--- src/rtl/uart_rx_pkg.sv ---
// Shared types and helpers for the UART receive FIFO controller.
package uart_rx_pkg;

    localparam int unsigned DATA_W = 8;
    localparam int unsigned WORD_W = 11;

    // Error flag bit positions inside a received word
    localparam int unsigned ERR_PE = 8;
    localparam int unsigned ERR_FE = 9;
    localparam int unsigned ERR_BI = 10;

    typedef struct packed {
        logic              bi;
        logic              fe;
        logic              pe;
        logic [DATA_W-1:0] data;
    } rx_word_t;

    typedef enum logic {
        IDLE  = 1'b0,
        FLUSH = 1'b1
    } rx_ctrl_state_e;

    // FCR trigger select to FIFO fill level
    function automatic logic [3:0] trig_lut(input logic [1:0] sel);
        case (sel)
            2'b00:   trig_lut = 4'd1;
            2'b01:   trig_lut = 4'd4;
            2'b10:   trig_lut = 4'd8;
            default: trig_lut = 4'd14;
        endcase
    endfunction

endpackage

--- src/rtl/uart_rx_timeout.sv ---
// Character timeout: counts bit ticks while data waits unread in the FIFO.
// Instantiated only when UART_RX_TIMEOUT_EN is defined.
module uart_rx_timeout #(
    parameter int unsigned TO_TICKS = 40
) (
    input  logic clk,
    input  logic rstn,
    input  logic bit_tick,
    input  logic fifo_empty,
    input  logic push,
    input  logic pop,
    input  logic clr,
    output logic to_flag
);

    localparam int unsigned TW = $clog2(TO_TICKS);

    logic [TW-1:0] cnt;
    logic          at_max;

    assign at_max = (cnt == TW'(TO_TICKS - 1));

    // Tick counter, restarted by any FIFO activity, saturating at its last value
    always_ff @(posedge clk or negedge rstn) begin
        if (!rstn) begin
            cnt <= '0;
        end else if (push || pop || fifo_empty || clr) begin
            cnt <= '0;
        end else if (bit_tick && !at_max) begin
            cnt <= cnt + TW'(1);
        end
    end

    // Timeout flag, held until the host reads or the FIFO is flushed
    always_ff @(posedge clk or negedge rstn) begin
        if (!rstn) begin
            to_flag <= 1'b0;
        end else if (pop || clr) begin
            to_flag <= 1'b0;
        end else if (bit_tick && at_max && !push && !fifo_empty) begin
            to_flag <= 1'b1;
        end
    end

endmodule

--- src/rtl/uart_rx_fifo_ctrl.sv ---
// RX FIFO sequencer for the 16550-style UART: admission, overrun, RBR pops,
// LSR receive flags, error-entry count and receive interrupt.
// Optional character timeout enabled by defining UART_RX_TIMEOUT_EN.
module uart_rx_fifo_ctrl
    import uart_rx_pkg::*;
#(
    parameter  int unsigned DEPTH    = 16,
    parameter  int unsigned TO_TICKS = 40,
    localparam int unsigned CNT_W    = $clog2(DEPTH) + 1
) (
    input  logic              clk,
    input  logic              rstn,
    input  logic              rx_valid,
    input  logic [WORD_W-1:0] rx_word,
    input  logic              bit_tick,
    input  logic              rbr_rd,
    input  logic              lsr_rd,
    input  logic              fcr_rx_rst,
    input  logic [1:0]        fcr_trig,
    input  logic              ier_rda,
    input  logic              ier_rls,
    input  logic [CNT_W-1:0]  fifo_count,
    input  logic              fifo_empty,
    input  logic              fifo_full,
    input  logic [WORD_W-1:0] fifo_data,
    output logic              fifo_push,
    output logic              fifo_pop,
    output logic [WORD_W-1:0] fifo_wdata,
    output logic [DATA_W-1:0] rbr_data,
    output logic [4:0]        lsr_rx,
    output logic              data_ready,
    output logic              irq_rx
);

    rx_ctrl_state_e   state;
    rx_ctrl_state_e   state_nxt;
    rx_word_t         head;
    rx_word_t         inword;
    logic             flush_entry;
    logic             overrun;
    logic             head_evt;
    logic             apply_head;
    logic             in_err;
    logic             head_err;
    logic             bi;
    logic             fe;
    logic             pe;
    logic             oe;
    logic             to_flag;
    logic [CNT_W-1:0] err_cnt;
    logic [CNT_W-1:0] trig;

    assign head       = rx_word_t'(fifo_data);
    assign inword     = rx_word_t'(rx_word);
    assign fifo_wdata = rx_word;
    assign in_err     = |{inword.bi, inword.fe, inword.pe};
    assign head_err   = |{head.bi, head.fe, head.pe};
    assign apply_head = head_evt && (state == IDLE);

    // State register
    always_ff @(posedge clk or negedge rstn) begin
        if (!rstn) begin
            state <= IDLE;
        end else begin
            state <= state_nxt;
        end
    end

    // Next state: flush request starts a drain that ends once the FIFO is empty
    always_comb begin
        state_nxt = state;
        case (state)
            IDLE:    if (fcr_rx_rst) state_nxt = FLUSH;
            FLUSH:   if (fifo_empty) state_nxt = IDLE;
            default: state_nxt = IDLE;
        endcase
    end

    // FIFO strobes; pop is gated by non-empty so count 0 never sees push+pop
    always_comb begin
        fifo_push   = 1'b0;
        fifo_pop    = 1'b0;
        overrun     = 1'b0;
        flush_entry = 1'b0;
        case (state)
            IDLE: begin
                fifo_pop    = rbr_rd && !fifo_empty;
                fifo_push   = rx_valid && (!fifo_full || fifo_pop);
                overrun     = rx_valid && fifo_full && !fifo_pop;
                flush_entry = fcr_rx_rst;
            end
            FLUSH: begin
                fifo_pop = !fifo_empty;
            end
            default: ;
        endcase
    end

    // Marks a cycle where a new word has just reached the FIFO head
    always_ff @(posedge clk or negedge rstn) begin
        if (!rstn) begin
            head_evt <= 1'b0;
        end else begin
            head_evt <= (state == IDLE) &&
                        ((fifo_push && fifo_empty) ||
                         (fifo_pop && ((fifo_count > CNT_W'(1)) || fifo_push)));
        end
    end

    // Sticky line-status flags; a same-cycle set beats an LSR read clear
    always_ff @(posedge clk or negedge rstn) begin
        if (!rstn) begin
            bi <= 1'b0;
            fe <= 1'b0;
            pe <= 1'b0;
            oe <= 1'b0;
        end else begin
            oe <= overrun || (oe && !lsr_rd);
            if (flush_entry) begin
                bi <= 1'b0;
                fe <= 1'b0;
                pe <= 1'b0;
            end else begin
                bi <= (apply_head && head.bi) || (bi && !lsr_rd);
                fe <= (apply_head && head.fe) || (fe && !lsr_rd);
                pe <= (apply_head && head.pe) || (pe && !lsr_rd);
            end
        end
    end

    // Number of FIFO entries carrying any error flag
    always_ff @(posedge clk or negedge rstn) begin
        if (!rstn) begin
            err_cnt <= '0;
        end else if (flush_entry || (state == FLUSH)) begin
            err_cnt <= '0;
        end else begin
            case ({fifo_push && in_err, fifo_pop && head_err})
                2'b10:   err_cnt <= err_cnt + CNT_W'(1);
                2'b01:   err_cnt <= err_cnt - CNT_W'(1);
                default: err_cnt <= err_cnt;
            endcase
        end
    end

`ifdef UART_RX_TIMEOUT_EN
    uart_rx_timeout #(
        .TO_TICKS (TO_TICKS)
    ) u_timeout (
        .clk        (clk),
        .rstn       (rstn),
        .bit_tick   (bit_tick),
        .fifo_empty (fifo_empty),
        .push       (fifo_push),
        .pop        (fifo_pop),
        .clr        (flush_entry || (state == FLUSH)),
        .to_flag    (to_flag)
    );
`else
    logic unused_tick;
    assign unused_tick = bit_tick & (TO_TICKS != 0);
    assign to_flag     = 1'b0;
`endif

    assign trig       = CNT_W'(trig_lut(fcr_trig));
    assign rbr_data   = ((state == IDLE) && !fifo_empty) ? head.data : '0;
    assign lsr_rx     = {(err_cnt != '0), bi, fe, pe, oe};
    assign data_ready = !fifo_empty;
    assign irq_rx     = (ier_rda && ((fifo_count >= trig) || to_flag)) ||
                        (ier_rls && (bi || fe || pe || oe));

endmodule
--- config.mk ---
export PLATFORM = sky130hd
export DESIGN_NAME = uart_rx_fifo_ctrl
export DESIGN_NICKNAME = d
export VERILOG_FILES = /design/src/rtl/uart_rx_pkg.sv /design/src/rtl/uart_rx_timeout.sv /design/src/rtl/uart_rx_fifo_ctrl.sv
export SDC_FILE = /design/constraint.sdc
export NUM_CORES = 1
export LEC_CHECK = 0
export ABC_AREA = 1
export BUFFER_PORTS_ARGS = -buffer_cell sky130_fd_sc_hd__buf_2
export CORE_MARGIN = 2
export CORE_UTILIZATION = 38
export CTS_CLUSTER_DIAMETER = 200
export CTS_CLUSTER_SIZE = 24
export DETAILED_ROUTE_END_ITERATION = 8
export PLACE_DENSITY_LB_ADDON = 0.25
export SETUP_SLACK_MARGIN = 0.4
export SKIP_CTS_REPAIR_TIMING = 1
export SYNTH_ARGS = -nofsm -noshare
export SYNTH_HDL_FRONTEND = slang
export SYNTH_HIERARCHICAL = 1
export SYNTH_SLANG_ARGS = --single-unit
--- constraint.sdc ---
create_clock -name clk -period 2.1 [get_ports clk]
set_clock_uncertainty 0.05 [all_clocks]
set_input_delay 0.315 -clock clk [delete_from_list [all_inputs] [get_ports clk]]
set_output_delay 0.315 -clock clk [all_outputs]
set_load 0.03 [all_outputs]
======== After elaboration in Yosys (flattened, before gate mapping) ========
Cells that the tools add are included.
storage, ports and cells
  flip-flop bits (word level) ............. 11
  word-level logic and storage cells ...... 71
cells by class
  reductions and logical operators ........ 41
  bitwise gates (word level) .............. 1
  add/subtract/negate cells ............... 2
  mux-type cells .......................... 14
  order comparisons ....................... 2
  eq/ne operators ......................... 4
operator list
  cell                                                            number
  logical AND 1 bit                                               20
  logical OR 1 bit                                                12
  one-hot mux 4 bit (3 select lines)                              1
  one-hot mux 5 bit (2 select lines)                              1
  two-way mux 1 bit                                               8
  two-way mux 8 bit                                               1
  OR reduction 3 bit                                              2
  adder 5 x 1 -> 5 bit (second input constant)                    1
  >= comparator 5 x 4 -> 1 bit                                    1
  greater-than comparator 5 x 1 -> 1 bit (second input constant)  1
  two-way mux 5 bit                                               1
  nonzero test 5 bit                                              1
  subtractor 5 x 1 -> 5 bit (second input constant)               1
  equality test 2 x 1 -> 1 bit (second input constant)            2
  equality test 2 bit (second input constant)                     2
  logical NOT 1 bit                                               4
  one-hot mux 1 bit (2 select lines)                              2
  nonzero test 3 bit                                              1
  logical NOT 2 bit                                               1
  NOT 1 bit                                                       1

======== Longest topological paths before layout ========
Gate-level depths: netlist (run 1).
  depth in word-level cells ............... 9
  depth in mapped cells ................... 17
  mapped depth without buffers ............ 16

======== Worst setup path before layout (run 1) ========
OpenSTA, ideal clock, no wires.
  path type ............................... input to register
  start ................................... in fifo_empty
  end ..................................... reg err_cnt[4]
  path buffers ............................ 1
  arrival time ............................ 2,190 ps
  path slack .............................. -258 ps
  data required time ...................... 1,933 ps
  stages .................................. 15
  path through ............................ inv_1 nand2_4 a21oi_4 o31ai_1 ha_1 buf_6 nor2_2 nor2_4 ha_1 inv_1 nand2_1 nand3_2 nand3_1 nand3_1 nand2_1
on the way
  word-level cells in the longest chain between the ends .. 9
  elaborated cells between the ends (all ways) .. 13
ends and longest elaborated chain
  what                                                                 line                      source
  start: declaration                                                   uart_rx_fifo_ctrl.sv:23   input logic fifo_empty,
  logical NOT 1 bit *                                                  uart_rx_fifo_ctrl.sv:87   fifo_pop = rbr_rd && !fifo_empty;
  logical AND 1 bit *                                                  uart_rx_fifo_ctrl.sv:87
  logical OR 1 bit *                                                   uart_rx_fifo_ctrl.sv:88   fifo_push = rx_valid && (!fifo_full || fifo_pop);
  logical AND 1 bit *                                                  uart_rx_fifo_ctrl.sv:88
  two-way mux 1 bit *                                                  uart_rx_fifo_ctrl.sv:85   case (state)
  net fifo_push                                                        uart_rx_fifo_ctrl.sv:26   output logic fifo_push,
  logical AND 1 bit *                                                  uart_rx_fifo_ctrl.sv:138  case ({fifo_push && in_err, fifo_pop && head_err})
  equality test 2 x 1 -> 1 bit or equality test 2 bit (tied branches)  uart_rx_fifo_ctrl.sv:138
  one-hot mux 5 bit (2 select lines)                                   uart_rx_fifo_ctrl.sv:138
  two-way mux 5 bit                                                    uart_rx_fifo_ctrl.sv:135  end else if (flush_entry || (state == FLUSH)) begin
  end signal: assignment                                               uart_rx_fifo_ctrl.sv:139  2'b10: err_cnt <= err_cnt + CNT_W'(1);
  end signal: assignment                                               uart_rx_fifo_ctrl.sv:140  2'b01: err_cnt <= err_cnt - CNT_W'(1);
  end signal: assignment                                               uart_rx_fifo_ctrl.sv:141  default: err_cnt <= err_cnt;
  end: declaration                                                     uart_rx_fifo_ctrl.sv:50   logic [CNT_W-1:0] err_cnt;
Mark *: on every way through the listed nets, which the timed path passes. The rest lies on a longest branch.
A chain may end at the register's enable or synchronous reset.

======== Worst setup path in the final report (run 1) ========
  start ................................... reg state
  end ..................................... reg err_cnt[4]
on the way
  word-level cells in the longest chain between the ends .. 6
  elaborated cells between the ends (all ways) .. 12
ends and longest elaborated chain
  what                                                                 line                      source
  start: declaration                                                   uart_rx_fifo_ctrl.sv:35   rx_ctrl_state_e state;
  start signal: assignment                                             uart_rx_fifo_ctrl.sv:65   state <= state_nxt;
  NOT 1 bit                                                            uart_rx_fifo_ctrl.sv:85
  one-hot mux 1 bit (2 select lines)                                   uart_rx_fifo_ctrl.sv:85
  logical AND 1 bit                                                    uart_rx_fifo_ctrl.sv:138
  equality test 2 x 1 -> 1 bit or equality test 2 bit (tied branches)  uart_rx_fifo_ctrl.sv:138
  one-hot mux 5 bit (2 select lines)                                   uart_rx_fifo_ctrl.sv:138
  two-way mux 5 bit                                                    uart_rx_fifo_ctrl.sv:135
Several ways; a longest one is shown, not always the timed one.

==> flow_summary.json, run 1 <==
{
  "rr_worst_depth": 16,
  "finalSetupViolCount": 0,
  "cts-root-buf": "clkbuf_4",
  "final_cell_area_um2": 1620,
  "cpMaxStageDelayCell": "dfrtp_2",
  "hp-class": "primary input to flop",
  "wire_per_inst_um": 11.6,
  "fill_cells": 242,
  "critPathMaxStageDelay_ns": 0.42,
  "path_max_fanout": 4,
  "grt_pass1_wl_um": 3950,
  "antenna_cells": 0,
  "reg2reg_slack_ns": 0.16,
  "drt_wl_total_um": 2810,
  "crit_type": "flop to flop",
  "synth-seq-cells": 11,
  "antenna_found_initial": 0,
  "power_w": 0.000869,
  "yosys_warnings": 6,
  "leakage_nw": 0.890,
  "dieArea_um2": 3300,
  "power_density_nw_per_um2": 538,
  "crit_arrival_ns": 2.05,
  "dpl_cell_area_um2": 1280,
  "fin_crit_sh_pct": 92.5,
  "mappedNetlistNets": 204,
  "routed_via_density": 4.71,
  "critPathTopFamily": "simple AND/OR/NAND/NOR gates",
  "dr.pass1.iters": 4,
  "cts.sinks": 11,
  "dp_worst_setup_slack_ns": 0.0188,
  "multi_input_area_um2": 717,
  "outcome": "finished clean",
  "initial_utilization_pct": 39.7,
  "finalWorstSetupSlack_ns": 0.157,
  "cp.depth": 16,
  "clock.fmax_mhz": 515,
  "netlist_area_um2": 1080,
  "io_buffers": 50,
  "drt-initial-drc-count": 30,
  "core_um2": 2730,
  "hpwlAfterDp_um": 2080,
  "drive_gt1_share_pct": 56.1,
  "crit_required_ns": 2.21,
  "gp_congestion": 0.762,
  "clkTransAtPathRegs_ns": 0.07,
  "clock_latency_ns": 0.26,
  "cts_tree": "built",
  "ant_nets": 0,
  "cts_max_level": 1,
  "globalRouteOverflowTotal": 0,
  "critical_path_buf_inv_count": 3,
  "period_needed_ns": 1.94,
  "cts_made_buffers": 3,
  "tightestPinTransition_ns": 0.264,
  "avgSynthCellArea_um2": 6.91,
  "rows": 19,
  "vias": 1144,
  "fp.dieH_um": 57.4,
  "synthCells": 157,
  "max-clock-path-buffers": 2,
  "die-width_um": 57.4,
  "slew_headroom_pct": 82.2,
  "synthDistinctLibCells": 28,
  "min_path_cells": 3,
  "final_nets": 260,
  "track_usage_pct": 15.0,
  "ir_drop_mv": 0.322,
  "start_kind": "flop",
  "hold_viol": 0,
  "drc_errors": 0,
  "final-seq-area_um2": 282,
  "end_kind": "flop",
  "ios": 68,
  "slew_viol_final": 0,
  "syn_to_final_growth_pct": 49.0,
  "grt_pass1_vias": 1033,
  "yosysSeqAreaShare_pct": 25.4,
  "grt_max_degree": 12,
  "rsz0062_at_grt": "yes",
  "cp_cell_sequence": "inv_4 > nand2_4 > a21oi_4 > o31ai_4 > ha_4 > nand2_2 > inv_2 > nor2_4 > ha_4 > inv_2 > nand2_4 > nand3_2 > nand2_2 > nand2_1 > nand3_1 > nand2_1",
  "drv_cap": 0
}
[flip-flops by register name, summed over array words and instances, names as in the netlist]
| signal | flops |
|---|---|
| err_cnt | 5 |
| bi | 1 |
| fe | 1 |
| head_evt | 1 |
| oe | 1 |
| pe | 1 |
| state | 1 |
[worst paths after layout]
path,from,to
max,state$_DFF_PN0_,err_cnt[4]$_DFFE_PN0P_
min,fcr_rx_rst,state$_DFF_PN0_
max reg2reg,state$_DFF_PN0_,err_cnt[4]$_DFFE_PN0P_
min reg2reg,err_cnt[3]$_DFFE_PN0P_,err_cnt[3]$_DFFE_PN0P_
max in group asynchronous,rstn,err_cnt[2]$_DFFE_PN0P_
min in group asynchronous,rstn,oe$_DFF_PN0_
[cell type report]
class	instances	share of cell area, %
repair buffers	67	26.1
well taps	31	2.40
multi-input cells	98	44.3
clock buffers	4	1.63
flip-flops and latches	11	17.4
inverters	32	8.13
[worst min-delay path: stages]
cell	delay, ns
buf_2	0.11
inv_1	0.06
o21ai_0	0.07
[where the power goes]
| part | switching (W) | internal [W] |
|---|---|---|
| sequential | 0.0000210 | 0.000235 |
| clock | 0.0000692 | 0.0000734 |
| combinational | 0.000266 | 0.000205 |
[cells by family after synthesis]
group | Yosys count | share of synthesized area, %
AOI/OAI and AO/OA | 17 | 9.80
and+or+nand+nor | 73 | 33.4
DFF | 11 | 25.4
buffers and inverters | 48 | 22.5
xor gates and xnor gates | 1 | 0.808
adders and majority gates | 7 | 8.07
[cells in the final DEF (no fill, tap or decap)]
| master | count |
|---|---|
| a21oi_1 | 5 |
| a21oi_2 | 2 |
| a21oi_4 | 1 |
| a22o_1 | 1 |
| buf_2 | 44 |
| buf_4 | 17 |
| buf_6 | 3 |
| buf_8 | 2 |
| clkbuf_1 | 1 |
| clkbuf_4 | 3 |
| clkinvlp_4 | 1 |
| dfrtp_1 | 6 |
| dfrtp_2 | 5 |
| dlygate4sd3_1 | 1 |
| ha_1 | 2 |
| ha_4 | 5 |
| inv_1 | 21 |
| inv_2 | 7 |
| inv_4 | 3 |
| nand2_1 | 24 |
| nand2_2 | 9 |
| nand2_4 | 4 |
| nand3_1 | 8 |
| nand3_2 | 2 |
| nand3b_1 | 1 |
| nand4_1 | 2 |
| nor2_1 | 12 |
| nor2_4 | 7 |
| nor3_1 | 1 |
| nor4_2 | 1 |
| o21ai_0 | 3 |
| o21ai_1 | 3 |
| o21ai_2 | 1 |
| o31ai_4 | 1 |
| or2_0 | 1 |
| or4_4 | 1 |
| xor2_1 | 1 |
[Yosys cell counts, drive strengths merged]
master | instances | share of area [%]
or2 | 1 | 0.58
a21oi | 8 | 4.7
o21ai | 7 | 3.6
nand2 | 37 | 15
inv | 32 | 11
buf | 16 | 11
xor2 | 1 | 0.81
nand3b | 1 | 0.69
a22o | 1 | 0.81
ha | 7 | 8.1
o31ai | 1 | 0.69
nand4 | 2 | 1.2
nor3 | 1 | 0.46
nor4 | 1 | 0.58
dfrtp | 11 | 25
or4 | 1 | 0.69
nand3 | 10 | 5.5
nor2 | 19 | 9.1
[metal layers]
layer  share of wire (%)  routed length, µm  global-route usage [%]  up-vias
met2                  54               1520                    27.8       44
met4                 1.2                 33                    5.98        0
li1                    -                  -                       -      586
met3                 7.0                197                    2.95        2
met1                  38               1070                    16.4      512
met5                   0                  0                       0        -
[metrics by stage]
stage                     hold slack (ns)  std cells  TNS [ns]  utilization [%]
after global routing                0.271        243         0             59.1
after global placement              0.144        224         0             47.0
after detailed placement            0.150        224         0             47.0
final                               0.274        243         0             59.1
after CTS                          -0.137        228         0             47.9
after floorplan                   -0.0306        157    -0.125                -
No activity file was read; power rests on OpenSTA's default activity.
==> run 2: changes to the inputs <==
- CORE_UTILIZATION: 38 -> 27
==> flow_summary.json, run 2 (synthesis gave the netlist of run 1 again) <==
{
  "outcome": "finished clean",
  "largest_reg_flops": 5,
  "grt_pass1_vias": 998,
  "final_cell_mix": "45 x buf_2, 25 x nand2_1, 21 x inv_1, 16 x buf_4, 12 x nor2_1",
  "antenna_found_initial": 0,
  "drt-initial-drc-count": 31,
  "clock.fmax_mhz": 516,
  "dieArea_um2": 4540,
  "hpwlAfterDp_um": 2100,
  "crit_arrival_ns": 2.03,
  "final_util_pct": 41.1,
  "dpl.cell_count": 244,
  "cts_made_buffers": 3,
  "finalSetupViolCount": 0,
  "cts_tree": "built",
  "ir_drop_mv": 0.200,
  "vias": 1114,
  "max-clock-path-buffers": 2,
  "drive_gt1_share_pct": 55.9,
  "power_frac_seq_pct": 27.4,
  "fp.dieH_um": 67.4,
  "grt_pass1_wl_um": 4190,
  "ios": 68,
  "rows": 23,
  "syn_to_final_growth_pct": 49.4,
  "drc_errors": 0,
  "power_density_nw_per_um2": 570,
  "drv_cap": 0,
  "ant_nets": 0,
  "rsz0062_at_grt": "yes",
  "combPwrFrac_pct": 48.9,
  "core_um2": 3940,
  "clkPwrFrac_pct": 23.7,
  "cts-root-buf": "clkbuf_8",
  "grt_max_degree": 12,
  "wire_per_inst_um": 10.6,
  "drt_wl_total_um": 2770,
  "intPower_w": 0.000558,
  "antenna_cells": 0,
  "clock_latency_ns": 0.25,
  "power.switching_w": 0.000366,
  "leakage_nw": 0.893,
  "dr.pass1.iters": 4,
  "final_common_cell": "buf_2",
  "cts_max_level": 1,
  "path_max_fanout": 4,
  "setup_tns_ns": 0,
  "largest_register": "err_cnt",
  "clkTransAtPathRegs_ns": 0.05,
  "globalRouteOverflowTotal": 0,
  "slew_headroom_pct": 76.8,
  "tightestPinTransition_ns": 0.345,
  "stdcell_count": 261,
  "power_w": 0.000924,
  "track_usage_pct": 11.9,
  "switching_share_pct": 39.7,
  "slew_viol_final": 0,
  "hold_ws_ns": 0.298,
  "final_nets": 259,
  "initial_utilization_pct": 27.5,
  "fill_cells": 426,
  "die-width_um": 67.4,
  "hp-class": "primary input to flop",
  "gp_congestion": 0.785,
  "crit_required_ns": 2.19,
  "crit_type": "flop to flop",
  "routed_via_density": 4.27,
  "final-seq-area_um2": 280,
  "fin_crit_sh_pct": 92.3,
  "multi_input_area_um2": 698,
  "start_kind": "flop",
  "cts.sinks": 11,
  "hold_viol": 0,
  "io_buffers": 50,
  "end_kind": "flop",
  "period_needed_ns": 1.94
}
==> run 2: cell count changes in the layout (fill, tap and decap cells not counted), sizes merged <==
cell	previous run	this run
buf	66	65
clkbuf	4	3
clkinv	0	1
==> run 2: area by class of cell <==
cell class	instances	area share, %
multi-input cells	98	43.1
repair buffers	66	24.9
flip-flops and latches	11	17.3
inverters	32	7.95
well taps	50	3.86
clock buffers	3	2.55
clock inverters	1	0.309
==> run 2: power by group through the flow <==
stage / clock [W] / combinational, W / sequential (W)
2_1_floorplan: 0 / 0.000281 / 0.000257
3_3_place_gp: 0 / 0.000345 / 0.000262
3_5_place_dp: 0 / 0.000345 / 0.000262
4_1_cts: 0.000220 / 0.000346 / 0.000258
5_1_grt: 0.000232 / 0.000494 / 0.000256
6_report: 0.000219 / 0.000452 / 0.000253
==> run 2: final timing paths <==
check,startpoint,to,slack (ns),cells after the start
worst min-delay path,fcr_rx_rst,state$_DFF_PN0_,0.30,3
worst max-delay path,state$_DFF_PN0_,err_cnt[4]$_DFFE_PN0P_,0.16,16
min in group asynchronous,rstn,err_cnt[4]$_DFFE_PN0P_,0.42,2
worst max register to register,state$_DFF_PN0_,err_cnt[4]$_DFFE_PN0P_,0.16,16
max in group asynchronous,rstn,err_cnt[1]$_DFFE_PN0P_,1.36,2
worst min register to register,oe$_DFF_PN0_,oe$_DFF_PN0_,0.47,2
==> run 2: per-stage QoR <==
step	area, µm²	worst slack [ns]
global route	1620	0.0287
CTS	1360	0.0991
detailed placement	1320	-0.00649
floorplan	1100	-0.0854
global placement	1320	0.0447
finish	1620	0.162
==> run 2: layer usage <==
metal,GRT usage [%],routed length (µm),vias up
met5,0,0,-
met4,5.10,44,0
met3,1.67,140,5
met2,20.8,1400,31
met1,14.6,1190,495
li1,-,-,583
==> run 2: critical path: stages (launching register included) <==
cell and delay [ns]:
dfrtp_1 0.39, inv_2 0.08, nand2_4 0.05, a21oi_4 0.18
o31ai_4 0.12, ha_4 0.19, nand2_2 0.05, inv_2 0.05
nor2_4 0.11, ha_4 0.14, inv_2 0.03, nand2_2 0.09
nand3_2 0.09, nand2_1 0.06, nand2_1 0.05, nand3_1 0.07
nand2_1 0.05
